==> config.mk <==
export PLATFORM = sky130hd
export DESIGN_NAME = ctech_lib_event_fanout
export DESIGN_NICKNAME = d
export VERILOG_FILES = /design/src/rtl/ctech_lib_pkg.sv /design/src/rtl/ctech_lib_event_fanout_branch.sv /design/src/rtl/ctech_lib_event_fanout.sv
export SDC_FILE = /design/constraint.sdc
export NUM_CORES = 1
export LEC_CHECK = 0
export BUFFER_PORTS_ARGS = -buffer_cell sky130_fd_sc_hd__clkbuf_2
export CAP_MARGIN = 20
export CORE_UTILIZATION = 42
export CTS_CLUSTER_DIAMETER = 120
export DETAILED_ROUTE_END_ITERATION = 8
export PLACE_DENSITY = 0.79
export SYNTH_ARGS = -nofsm -noshare
export SYNTH_HDL_FRONTEND = slang
export SYNTH_SLANG_ARGS = --single-unit
==> constraint.sdc <==
create_clock -name clk -period 2.9 [get_ports clk]
set_input_delay 0.58 -clock clk [delete_from_list [all_inputs] [get_ports clk]]
set_output_delay 0.58 -clock clk [all_outputs]
set_load 0.02 [all_outputs]
==> src/rtl/ctech_lib_pkg.sv <==
// ctech_lib_pkg: shared state encoding and parameter range limits for ctech library event cells
package ctech_lib_pkg;
  typedef enum logic {IDLE = 1'b0, BUSY = 1'b1} fanout_state_e;
  localparam int unsigned FANOUT_N_MIN = 2;
  localparam int unsigned FANOUT_N_MAX = 16;
  localparam int unsigned FANOUT_W_MIN = 1;
  localparam int unsigned FANOUT_W_MAX = 64;
endpackage

==> src/rtl/ctech_lib_event_fanout_branch.sv <==
// ctech_lib_event_fanout_branch: one consumer branch, holding its done flag and valid/ready handshake
module ctech_lib_event_fanout_branch (
  input  logic clk,
  input  logic rst,
  input  logic load_i,
  input  logic en_i,
  input  logic ready_i,
  output logic valid_o,
  output logic done_d_o
);
  logic done_q, done_d;
  assign valid_o  = ~done_q;
  assign done_d_o = done_d;
  // a new token arms enabled branches; an accepted offer retires the branch
  always_comb begin
    done_d = load_i ? ~en_i : (valid_o && ready_i) ? 1'b1 : done_q;
  end
  // done idles high so an idle branch never offers
  always_ff @(posedge clk) begin
    if (rst) done_q <= 1'b1;
    else     done_q <= done_d;
  end
endmodule

==> src/rtl/ctech_lib_event_fanout.sv <==
// ctech_lib_event_fanout: fork one valid/ready token to N branches; CTECH_LIB_EVENT_FANOUT_CNT_EN adds a delivered-event counter
module ctech_lib_event_fanout
  import ctech_lib_pkg::*;
#(
  parameter int N  = 4,
  parameter int W  = 8,
  parameter int CW = 16
) (
  input  logic          clk,
  input  logic          rst,
  input  logic          in_valid,
  output logic          in_ready,
  input  logic [W-1:0]  in_data,
  input  logic [N-1:0]  en_mask,
  output logic [N-1:0]  out_valid,
  input  logic [N-1:0]  out_ready,
  output logic [W-1:0]  out_data,
  output logic          busy,
  output logic [CW-1:0] event_cnt
);
  fanout_state_e state_q, state_d;
  logic [W-1:0]  data_q, data_d;
  logic [N-1:0]  done_d;
  logic          accept, final_ack;
  assign accept    = (state_q == IDLE) && in_valid;
  assign final_ack = (state_q == BUSY) && (&done_d);
  assign in_ready  = (state_q == IDLE);
  assign busy      = (state_q == BUSY);
  assign out_data  = data_q;
  for (genvar i = 0; i < N; i++) begin : g_branch
    ctech_lib_event_fanout_branch u_branch (
      .clk      (clk),
      .rst      (rst),
      .load_i   (accept),
      .en_i     (en_mask[i]),
      .ready_i  (out_ready[i]),
      .valid_o  (out_valid[i]),
      .done_d_o (done_d[i])
    );
  end
  // an all-zero mask drops the token without leaving IDLE; payload is frozen outside IDLE
  always_comb begin
    state_d = (accept && |en_mask) ? BUSY : final_ack ? IDLE : state_q;
    data_d  = accept ? in_data : data_q;
  end
  // state and payload registers
  always_ff @(posedge clk) begin
    if (rst) begin
      state_q <= IDLE;
      data_q  <= '0;
    end else begin
      state_q <= state_d;
      data_q  <= data_d;
    end
  end
`ifdef CTECH_LIB_EVENT_FANOUT_CNT_EN
  logic [CW-1:0] cnt_q;
  assign event_cnt = cnt_q;
  // count tokens whose last branch acknowledged; wraps naturally
  always_ff @(posedge clk) begin
    if (rst)            cnt_q <= '0;
    else if (final_ack) cnt_q <= cnt_q + CW'(1);
  end
`else
  assign event_cnt = '0;
`endif
endmodule

# [Yosys cells after proc, flatten, opt, wreduce, memory -nomap -nowiden]
# Cells that the tools add are included.
[word_totals] out_inout_bits=30 regBits=13 elab_cells=35 input_bits=19
[op_classes] n_mux=10 n_reduce_logical=10 n_bitwise=9
[op_table] op="1-bit two-way mux" count=10
[op_table] op="1-bit NOT" count=9
[op_table] op="1-bit logical AND" count=7
[op_table] op="4-bit AND reduction" count=1
[op_table] op="4-bit OR reduction" count=1
[op_table] op="2-bit nonzero test" count=1

# [Logic depth before layout (Yosys ltp)]
# Gate-level depths: netlist of run 1.
[logic_depth] depth_word=8 mapped_depth=6 ltp_nobuf=4

# [Modules after synthesis]
# A second synthesis of run 1 with hierarchy kept.
[unflattened] cells_unflattened=83 area_unflattened_um2=698.2
[modules_own_cells] mod="ctech_lib_event_fanout" area_each_um2=483.0 instances=1 cells_per_inst=59
[modules_own_cells] mod="ctech_lib_event_fanout_branch" area_each_um2=53.8 instances=4 cells_per_inst=6

# [Worst setup path before layout of run 1]
# OpenSTA, ideal clock, no wires.
[synth_path] path_kind="register to register" from="register state_q (netlist: busy)" to="register state_q (netlist: busy)" setup_slack_ns=1.478 arrival_ns=1.307 required_time_ns=2.785 stages_incl_launch_ff=7 path_cell_list="dfxtp_1 -> nand2b_4 -> buf_6 -> buf_8 -> mux2i_1 -> a41oi_1 -> o21ba_1"
[synth_between] elab_chain_cells=6 word_cells_on_any_way=11 cone_classes="5 x mux; 1 x bitwise; 5 x reduce/logical"
[synth_rtl] item="from (decl)" line="ctech_lib_event_fanout.sv:21" text="fanout_state_e state_q, state_d;"
[synth_rtl] item="from (signal assigned)" line="ctech_lib_event_fanout.sv:52" text="state_q <= state_d;"
[synth_rtl] item="1-bit NOT" line="ctech_lib_event_fanout.sv:25" text="assign accept = (state_q == IDLE) && in_valid;"
[synth_rtl] item="1-bit logical AND" line="ctech_lib_event_fanout.sv:25"
[synth_rtl] item="1-bit two-way mux" line="ctech_lib_event_fanout_branch.sv:16" text="done_d = load_i ? ~en_i : (valid_o && ready_i) ? 1'b1 : done_q;"
[synth_rtl] item="4-bit AND reduction" line="ctech_lib_event_fanout.sv:26" text="assign final_ack = (state_q == BUSY) && (&done_d);"
[synth_rtl] item="1-bit logical AND" line="ctech_lib_event_fanout.sv:26"
[synth_rtl] item="2-bit nonzero test (no line)"
# Parallel ways exist; a longest one is shown, timed or not.
# A chain may end at the register's enable or synchronous reset.

# [Worst setup path in the final report of run 1]
[layout_path] from="register state_q (netlist: busy)" to="output port in_ready"
[layout_between] elab_chain_cells=1
[layout_rtl] item="1-bit NOT" line="ctech_lib_event_fanout.sv:27" text="assign in_ready = (state_q == IDLE);"
[layout_rtl] item="to (decl)" line="ctech_lib_event_fanout.sv:12" text="output logic in_ready,"
# Every way passes these cells.

==> run_results.csv, run 1 <==
group,metric,value,unit
setup_path,cp_max_fo,4,
logic_synthesis,synth_cell_types,17,
logic_synthesis,seq_area_frac_synth,0.374,
power_and_ir_drop,power_leakage,0.447,nW
power_and_ir_drop,power_frac_seq,0.486,
power_and_ir_drop,p_switching,0.131,mW
logic_synthesis,syn_area_per_cell,8.18,um^2
logic_synthesis,synth_top_area_cell,"dfxtp_1",
global_routing,met2_usage,0.227,
timing,max_freq,0.668,GHz
die,dieWidth,42.7,um
placed_design,dpl.hpwl,978,um
timing,rsz0062_at_grt,"no",
global_routing,grt_usage,0.134,
final_layout,syn_to_final_growth,11.5,%
final_layout,antenna_cells,0,
timing,max_slew_margin,0.651,
final_layout,post_route_cells_drive_above_1_share,0.330,
global_routing,grt_overflow_total,0,
cts,path_clk_slew,80,ps
global_routing,antenna_found_initial,0,
setup_path,critical_path_required,2320,ps
outcome,status,"complete, no violations",
cts,cts_root_buffer,"clkbuf_4",
global_routing,grt_max_degree,14,
logic_synthesis,synth_top_area_share,0.374,
route,drt_iter0_markers,5,
route,route.detailed.drc,0,
logic_synthesis,synth_seq_cells,13,
global_routing,grt_pass1_vias,442,
cts,clock_path_buffers,2,
power_and_ir_drop,pwr-share-comb,0.233,
die,die_y,42.7,um
route,num_vias,565,
timing,tns,0,ps
final_layout,instances_no_fill,128,
timing,setup_viol,0,
power_and_ir_drop,internal-power,0.272,mW
global_routing,grt_use_met1,0.149,
die,dieArea,1820,um^2
setup_path,end_kind,"primary output",
global_routing,grt_pass1_wl,1.80,mm
cts,tritoncts,"done",
cts,cts_made_buffers,3,
final_layout,fin_nets,132,
route,wl,1.22,mm
run,max_cap_viol_count,0,
logic_synthesis,synth_area_leaders,"dfxtp_1 (37%), buf_4 (22%), nand2_1 (8.6%), a21oi_1 (5.8%), mux2i_1 (5.8%)",
die,pin_count,49,
timing,finalMaxSlewViolations,0,
timing,finClkSkew,1.80,ps
route,via_per_inst,4.41,
die,start_util,0.456,
cts,post_cts_buffers,0,
timing,hold_violations,0,
timing,min_period,1500,ps
setup_path,startpoint_type,"flip-flop",
logic_synthesis,yosysWarnings,0,
die,fp.coreArea,1520,um^2
power_and_ir_drop,ir_drop,0.325,mV
power_and_ir_drop,power_frac_clock,0.281,
cts,clk_latency,280,ps
route,drt-wirelength-per-cell,9.50,um
cts,clock_sinks,13,
route,drtPass1Iterations,4,
timing,post-route-period-util,0.516,
logic_synthesis,synth.cell_area,696,um^2
route,ant_nets,0,
placed_design,gp_congestion,0.773,
logic_synthesis,synth_cells,85,
placed_design,portBuffers,32,
min_path,min-delay-path-class,"reg2reg",
timing,worst-slew-pin-transition,522,ps
cts,ctsHtreeMaxLevel,1,
die,rows,14,
cts,hold_buffers,0,
setup_path,critPathKind,"reg2out",
global_routing,grt_busiest_layer,"met2",
power_and_ir_drop,power_density,520,nW/um^2
placed_design,placedCellCount,124,
global_routing,met3_usage,0.0468,
cts,ctsResizeCount,0,
setup_path,cp_data_arrival_time,920,ps
power_and_ir_drop,swShare,0.325,
## cell type report
cell class	count	area, um^2
flip-flops and latches	13	260
repair buffers	32	160
clock buffers	3	22.5
multi-input cells	58	289
clock inverters	1	5.00
well taps	16	20.0
fillers	151	748
inverters	5	18.8
## metal layers
| metal | vias to the layer above | part of all wire |
|---|---|---|
| met5 | - | 0 |
| met4 | 0 | 0.012 |
| met3 | 3 | 0.080 |
| met2 | 29 | 0.52 |
| met1 | 250 | 0.39 |
| li1 | 283 | - |
## final timing paths
check | startpoint | to | slack [ps] | cells after the start
hold / removal | out_data[3]$_SDFFE_PP0P_ | out_data[3]$_SDFFE_PP0P_ | 460 | 2
setup reg to reg | busy$_SDFFE_PP0P_ | busy$_SDFFE_PP0P_ | 1580 | 4
hold reg to reg | out_data[3]$_SDFFE_PP0P_ | out_data[3]$_SDFFE_PP0P_ | 460 | 2
setup / recovery | busy$_SDFFE_PP0P_ | in_ready | 1400 | 2
## Yosys cell counts, drive strengths merged
cell and count:
a21oi 8, a41oi 1, buf 22, clkbuf 2, conb 1, dfxtp 13
inv 5, mux2i 4, nand2 16, nand2b 1, nor2 5, nor2b 1
nor4 1, o21ba 1, or2 4
## per-stage QoR
stage	area, um^2	util	power (mW)	setup slack [ps]	hold WS (ps)
after floorplan	752	-	0.290	1480	533
after global placement	748	0.491	0.291	1420	444
after detailed placement	748	0.491	0.294	1350	450
after CTS	776	0.509	0.404	1420	462
after global routing	776	0.509	0.422	1370	486
final	776	0.509	0.403	1400	459
## cell families after synthesis
logic type	share of synthesized area
flip-flops	0.374
multiplexers	0.0576
other	0.00539
AO/OA/AOI/OAI	0.0845
AND/OR/NAND/NOR	0.187
buffers and inverters	0.291
## cell usage in the layout, fill, tap and decap left out
cell      synthesis  final
a21oi_1           8      8
a41oi_1           1      1
clkbuf_2          0     32
clkbuf_4          0      3
clkinv_2          0      1
conb_1            1     16
dfxtp_1          13     13
inv_1             5      5
mux2i_1           4      4
nand2_1          16     16
nand2b_4          1      1
nor2_1            5      5
nor2b_1           1      1
nor4_1            1      1
o21ba_1           1      1
or2_1             4      4
## power groups by stage
| stage | clock network [mW] | registers, mW | logic (mW) |
|---|---|---|---|
| after floorplan | 0 | 0.210 | 0.0802 |
| after global routing | 0.122 | 0.197 | 0.102 |
| after detailed placement | 0 | 0.200 | 0.0936 |
| final | 0.113 | 0.196 | 0.0939 |
| after global placement | 0 | 0.200 | 0.0913 |
| after CTS | 0.114 | 0.196 | 0.0939 |
## sequential cells by signal, summed over array words and instances (netlist names)
signal / count
busy: 1
g_branch.u_branch.done_q: 4
out_data: 8
## critical path, cell delays in order (launching register included)
cell      delay, ps
dfxtp_1         380
inv_1            90
clkbuf_2        160
Power figures use the tool's default switching activity.
==> run 2, diff against run 1 <==
--- a/config.mk
+++ b/config.mk
@@ -7,10 +7,11 @@
 export LEC_CHECK = 0
 export BUFFER_PORTS_ARGS = -buffer_cell sky130_fd_sc_hd__clkbuf_2
 export CAP_MARGIN = 20
-export CORE_UTILIZATION = 42
+export CORE_ASPECT_RATIO = 0.7
+export CORE_UTILIZATION = 35
 export CTS_CLUSTER_DIAMETER = 120
 export DETAILED_ROUTE_END_ITERATION = 8
-export PLACE_DENSITY = 0.79
+export PLACE_DENSITY = 0.7
 export SYNTH_ARGS = -nofsm -noshare
 export SYNTH_HDL_FRONTEND = slang
 export SYNTH_SLANG_ARGS = --single-unit
==> constraint.sdc (replaced) <==
create_clock -name clk -period 1.35 [get_ports clk]
set_input_delay 0.27 -clock clk [delete_from_list [all_inputs] [get_ports clk]]
set_output_delay 0.27 -clock clk [all_outputs]
set_load 0.02 [all_outputs]
==> run_results.csv, run 2 (same netlist as run 1, synthesis figures left out) <==
group,metric,value,unit
route,drt_iter0_markers,9,
cts,ctsHtreeMaxLevel,1,
min_path,holdPathEnd,"out_data[6]$_SDFFE_PP0P_",
route,route.detailed.drc,2,
power_and_ir_drop,power_leakage,0.447,nW
setup_path,startpoint_type,"flip-flop",
global_routing,grt_usage,0.117,
setup_path,rr_endpoint,"busy$_SDFFE_PP0P_",
timing,tns,0,ps
setup_path,reg2reg_from,"busy$_SDFFE_PP0P_",
min_path,min-delay-path-class,"in2reg",
min_path,hold_depth,3,
timing,finClkSkew,5.38,ps
final_layout,seq_area,262,um^2
timing,max_freq,0.790,GHz
global_routing,grt_max_degree,14,
die,die_y,39.3,um
setup_path,cp_data_arrival_time,1430,ps
timing,min_period,1270,ps
final_layout,fin_nets,133,
placed_design,placedCellCount,131,
setup_path,cp_max_fo,13,
cts,cts_root_buffer,"clkbuf_4",
cts,hold_buffers,0,
route,via_per_inst,4.04,
power_and_ir_drop,power_frac_clock,0.275,
die,rows,13,
die,pin_count,49,
route,wl,1.24,mm
cts,post_cts_buffers,0,
setup_path,crit_buf_inv,0,
power_and_ir_drop,swShare,0.315,
die,dieWidth,55.3,um
setup_path,r2r_cells,4,
power_and_ir_drop,power_density,1090,nW/um^2
final_layout,post_route_cells_drive_above_1_share,0.345,
final_layout,final_cell_mix,"clkbuf_2 (32), nand2_1 (16), conb_1 (16)",
power_and_ir_drop,p_switching,0.273,mW
global_routing,grt_pass1_wl,1.88,mm
setup_path,cp_cell_sequence,"nand2b_4 -> mux2i_2 -> a41oi_1 -> o21ba_1",
die,start_util,0.372,
final_layout,multiInputGateArea,293,um^2
timing,setup_viol,0,
placed_design,portBuffers,32,
die,fp.coreArea,1870,um^2
timing,post-route-period-util,0.937,
cts,ctsResizeCount,0,
cts,tritoncts,"done",
timing,hold_violations,0,
global_routing,grt_pass1_vias,421,
final_layout,final_common_cell,"clkbuf_2",
final_layout,syn_to_final_growth,14.2,%
cts,cts_made_buffers,3,
final_layout,fillers,205,
setup_path,critical_path_required,1520,ps
setup_path,reg2reg_slack,80,ps
setup_path,crit_slowest_cell,"dfxtp_2",
power_and_ir_drop,pwr-share-comb,0.238,
timing,rsz0062_at_grt,"no",
route,drtPass1Iterations,5,
route,num_vias,545,
final_layout,largest_reg_flops,8,
cts,clock_path_buffers,2,
global_routing,antenna_found_initial,0,
cts,clock_sinks,13,
route,ant_nets,0,
setup_path,cp_top_family,"flip-flops",
global_routing,grt_overflow_total,0,
final_layout,antenna_cells,0,
route,drt-wirelength-per-cell,9.19,um
timing,finalMaxSlewViolations,0,
power_and_ir_drop,internal-power,0.594,mW
min_path,hold_path.startpoint,"in_data[6]",
power_and_ir_drop,power_frac_seq,0.487,
placed_design,gp_congestion,0.592,
power_and_ir_drop,ir_drop,0.473,mV
setup_path,end_kind,"flip-flop",
setup_path,critPathMaxStageDelay,350,ps
die,dieArea,2170,um^2
outcome,status,"complete, but fails checks",
final_layout,instances_no_fill,135,
placed_design,dpl.hpwl,1.02,mm
run,max_cap_viol_count,0,
outcome,violations,"DRC",
setup_path,critPathKind,"reg2reg",
cts,clk_latency,270,ps
cts,path_clk_slew,80,ps
## run 2: worst max path at each step
stage / from / end / slack [ps] / depth (start not counted)
after floorplan: busy$_SDFFE_PP0P_ / busy$_SDFFE_PP0P_ / 30 / 6
after global placement: busy$_SDFFE_PP0P_ / busy$_SDFFE_PP0P_ / 160 / 4
after detailed placement: busy$_SDFFE_PP0P_ / busy$_SDFFE_PP0P_ / 90 / 4
final: busy$_SDFFE_PP0P_ / busy$_SDFFE_PP0P_ / 80 / 4
after CTS: busy$_SDFFE_PP0P_ / busy$_SDFFE_PP0P_ / 70 / 4
after global routing: busy$_SDFFE_PP0P_ / busy$_SDFFE_PP0P_ / 9 / 4
## run 2: worst min-delay path, delay by kind of cell
kind	cells	cell delay [ps]
buffers and inverters	1	80
AO/OA/AOI/OAI	1	50
AND/OR/NAND/NOR	1	40
## run 2: area by class of cell
cell class                      instances  area share
Multi-Input combinational cell         58       0.369
Sequential cell                        13       0.329
Timing Repair Buffer                   33       0.211
Tap cell                               22      0.0346
Clock buffer                            4      0.0331
Inverter                                5      0.0236
## run 2: power by group through the flow
stage               clock network (mW)  logic, mW  registers (mW)
floorplan                            0      0.172           0.451
global placement                     0      0.202           0.431
finish                           0.238      0.207           0.422
CTS                              0.254      0.206           0.422
detailed placement                   0      0.205           0.431
global route                     0.269      0.226           0.426
## run 2: metal layers
layer | track usage | routed length (um)
met5 | 0 | 0
met1 | 0.160 | 575
met3 | 0.0165 | 65
met4 | 0.0938 | 18
met2 | 0.166 | 581
## run 2: stage by stage
| step | util | hold WS [ps] | total power, mW | instance area, um^2 | setup slack, ps |
|---|---|---|---|---|---|
| 2_1_floorplan | - | 370 | 0.624 | 753 | 26.8 |
| 3_3_place_gp | 0.409 | 450 | 0.632 | 764 | 163 |
| 3_5_place_dp | 0.409 | 447 | 0.637 | 764 | 93.9 |
| 4_1_cts | 0.423 | 203 | 0.882 | 791 | 73.4 |
| 5_1_grt | 0.425 | 213 | 0.921 | 795 | 9.43 |
| 6_report | 0.425 | 210 | 0.867 | 795 | 84.7 |
==> run 3, diff against run 2 <==
--- a/config.mk
+++ b/config.mk
@@ -7,11 +7,13 @@
 export LEC_CHECK = 0
 export BUFFER_PORTS_ARGS = -buffer_cell sky130_fd_sc_hd__clkbuf_2
 export CAP_MARGIN = 20
+export CELL_PAD_IN_SITES_DETAIL_PLACEMENT = 1
+export CELL_PAD_IN_SITES_GLOBAL_PLACEMENT = 1
 export CORE_ASPECT_RATIO = 0.7
-export CORE_UTILIZATION = 35
+export CORE_UTILIZATION = 26
 export CTS_CLUSTER_DIAMETER = 120
 export DETAILED_ROUTE_END_ITERATION = 8
-export PLACE_DENSITY = 0.7
+export PLACE_DENSITY = 0.73
 export SYNTH_ARGS = -nofsm -noshare
 export SYNTH_HDL_FRONTEND = slang
 export SYNTH_SLANG_ARGS = --single-unit
==> constraint.sdc (replaced) <==
create_clock -name clk -period 1.2 [get_ports clk]
set_input_delay 0.24 -clock clk [delete_from_list [all_inputs] [get_ports clk]]
set_output_delay 0.24 -clock clk [all_outputs]
set_load 0.02 [all_outputs]
==> run_results.csv, run 3 (same netlist as run 1, synthesis figures left out) <==
group,metric,value,unit
global_routing,grt_max_degree,14,
global_routing,grt_pass1_wl,2.24,mm
cts,clk_latency,240,ps
setup_path,crit_end,"busy$_SDFFE_PP0P_",
setup_path,startpoint,"busy$_SDFFE_PP0P_",
power_and_ir_drop,ir_drop,0.485,mV
power_and_ir_drop,p_switching,0.325,mW
route,drtPass1Iterations,4,
cts,cts_root_buffer,"clkbuf_8",
cts,cts_made_buffers,3,
die,dieWidth,63.8,um
setup_path,r2r_cells,4,
final_layout,syn_to_final_growth,20.0,%
min_path,hold_depth,3,
setup_path,critPathKind,"reg2reg",
setup_path,critical_path_required,1340,ps
timing,rsz0062_at_grt,"yes",
timing,finClkSkew,2.00,ps
placed_design,placedCellCount,144,
timing,finalMaxSlewViolations,0,
timing,post-route-period-util,0.977,
setup_path,reg2reg_slack,30,ps
cts,clock_sinks,13,
placed_design,gp_congestion,0.571,
setup_path,crit_slowest_cell,"dfxtp_4",
setup_path,critPathMaxStageDelay,350,ps
die,dieArea,2890,um^2
placed_design,placed_area,790,um^2
cts,clock_path_buffers,2,
route,route.detailed.drc,0,
route,wl,1.50,mm
min_path,hold_path.startpoint,"in_data[2]",
final_layout,final_common_cell,"clkbuf_2",
final_layout,post_route_cells_drive_above_1_share,0.342,
power_and_ir_drop,power,1.10,mW
route,num_vias,567,
route,drt_iter0_markers,5,
cts,ctsHtreeMaxLevel,1,
setup_path,rr_endpoint,"busy$_SDFFE_PP0P_",
timing,setup_viol,0,
power_and_ir_drop,power_frac_seq,0.431,
setup_path,startpoint_type,"flip-flop",
final_layout,stdcell_area,835,um^2
route,ant_nets,0,
global_routing,grt_pass1_vias,517,
die,pin_count,49,
cts,hold_buffers,0,
cts,post_cts_buffers,0,
cts,ctsResizeCount,0,
timing,hold_violations,0,
global_routing,antenna_found_initial,0,
global_routing,grt_usage,0.108,
power_and_ir_drop,power_frac_clock,0.354,
setup_path,end_kind,"flip-flop",
timing,min_period,1170,ps
placed_design,dp_slack,25.2,ps
placed_design,portBuffers,32,
final_layout,instances_no_fill,148,
power_and_ir_drop,pwr-share-comb,0.215,
setup_path,cp_max_fo,6,
min_path,min-delay-path-class,"in2reg",
power_and_ir_drop,swShare,0.295,
die,start_util,0.279,
outcome,status,"complete, no violations",
setup_path,cp_data_arrival_time,1310,ps
power_and_ir_drop,power_leakage,0.463,nW
die,die_y,45.3,um
route,via_per_inst,3.83,
cts,path_clk_slew,50,ps
route,drt-wirelength-per-cell,10.2,um
run,max_cap_viol_count,0,
final_layout,antenna_cells,0,
setup_path,cp_cell_sequence,"nand2b_4 -> mux2i_1 -> a41oi_1 -> o21ba_1",
placed_design,dpl.hpwl,1.24,mm
setup_path,reg2reg_from,"busy$_SDFFE_PP0P_",
timing,fin_ws,27.7,ps
final_layout,fin_nets,134,
power_and_ir_drop,internal-power,0.777,mW
die,rows,15,
power_and_ir_drop,power_density,1320,nW/um^2
timing,max_freq,0.853,GHz
final_layout,final_cell_mix,"clkbuf_2 (32), nand2_1 (16), conb_1 (16)",
die,fp.coreArea,2500,um^2
global_routing,grt_overflow_total,0,
final_layout,fillers,319,
cts,tritoncts,"done",
final_layout,largest_reg_flops,8,
timing,tns,0,ps
[run 3: through the flow]
stage | util | hold slack, ps
2_1_floorplan | - | 340
3_3_place_gp | 0.316 | 445
3_5_place_dp | 0.316 | 458
4_1_cts | 0.334 | 207
5_1_grt | 0.334 | 221
6_report | 0.334 | 217
[run 3: area by class of cell]
type | instances | area, um^2 | share of cell area
timing repair buffer | 34 | 175 | 0.210
sequential | 13 | 264 | 0.316
clock buffer | 4 | 45.0 | 0.0540
multi-input combinational | 58 | 289 | 0.346
tap | 34 | 42.5 | 0.0510
inverter | 5 | 18.8 | 0.0225
[run 3: power by group through the flow]
stage	clock, mW	sequential (mW)	combinational [mW]
2_1_floorplan	0	0.507	0.194
3_3_place_gp	0	0.483	0.235
3_5_place_dp	0	0.485	0.240
4_1_cts	0.407	0.476	0.240
5_1_grt	0.425	0.480	0.257
6_report	0.390	0.475	0.237
[run 3: worst max-delay path: cells and delay by family, from the launching register on]
kind / cells / cell delay (ps)
flops: 1 / 350
mux: 1 / 240
compound gates: 2 / 310
simple gates: 1 / 160
[run 3: metal layers]
layer  GRT usage  up-vias  wire, um
li1            -      286         -
met5           0        -         0
met2       0.185       28       691
met1       0.111      249       636
met4      0.0682        0        37
met3      0.0480        4       138
[run 3: worst min-delay path by stage]
stage               slack [ps]                                     end
floorplan                  340  g_branch[1].u_branch.done_q$_SDFF_PP1_
global placement           450                out_data[3]$_SDFFE_PP0P_
detailed placement         460                out_data[0]$_SDFFE_PP0P_
CTS                        210                out_data[2]$_SDFFE_PP0P_
global route               220                out_data[7]$_SDFFE_PP0P_
finish                     220                out_data[2]$_SDFFE_PP0P_
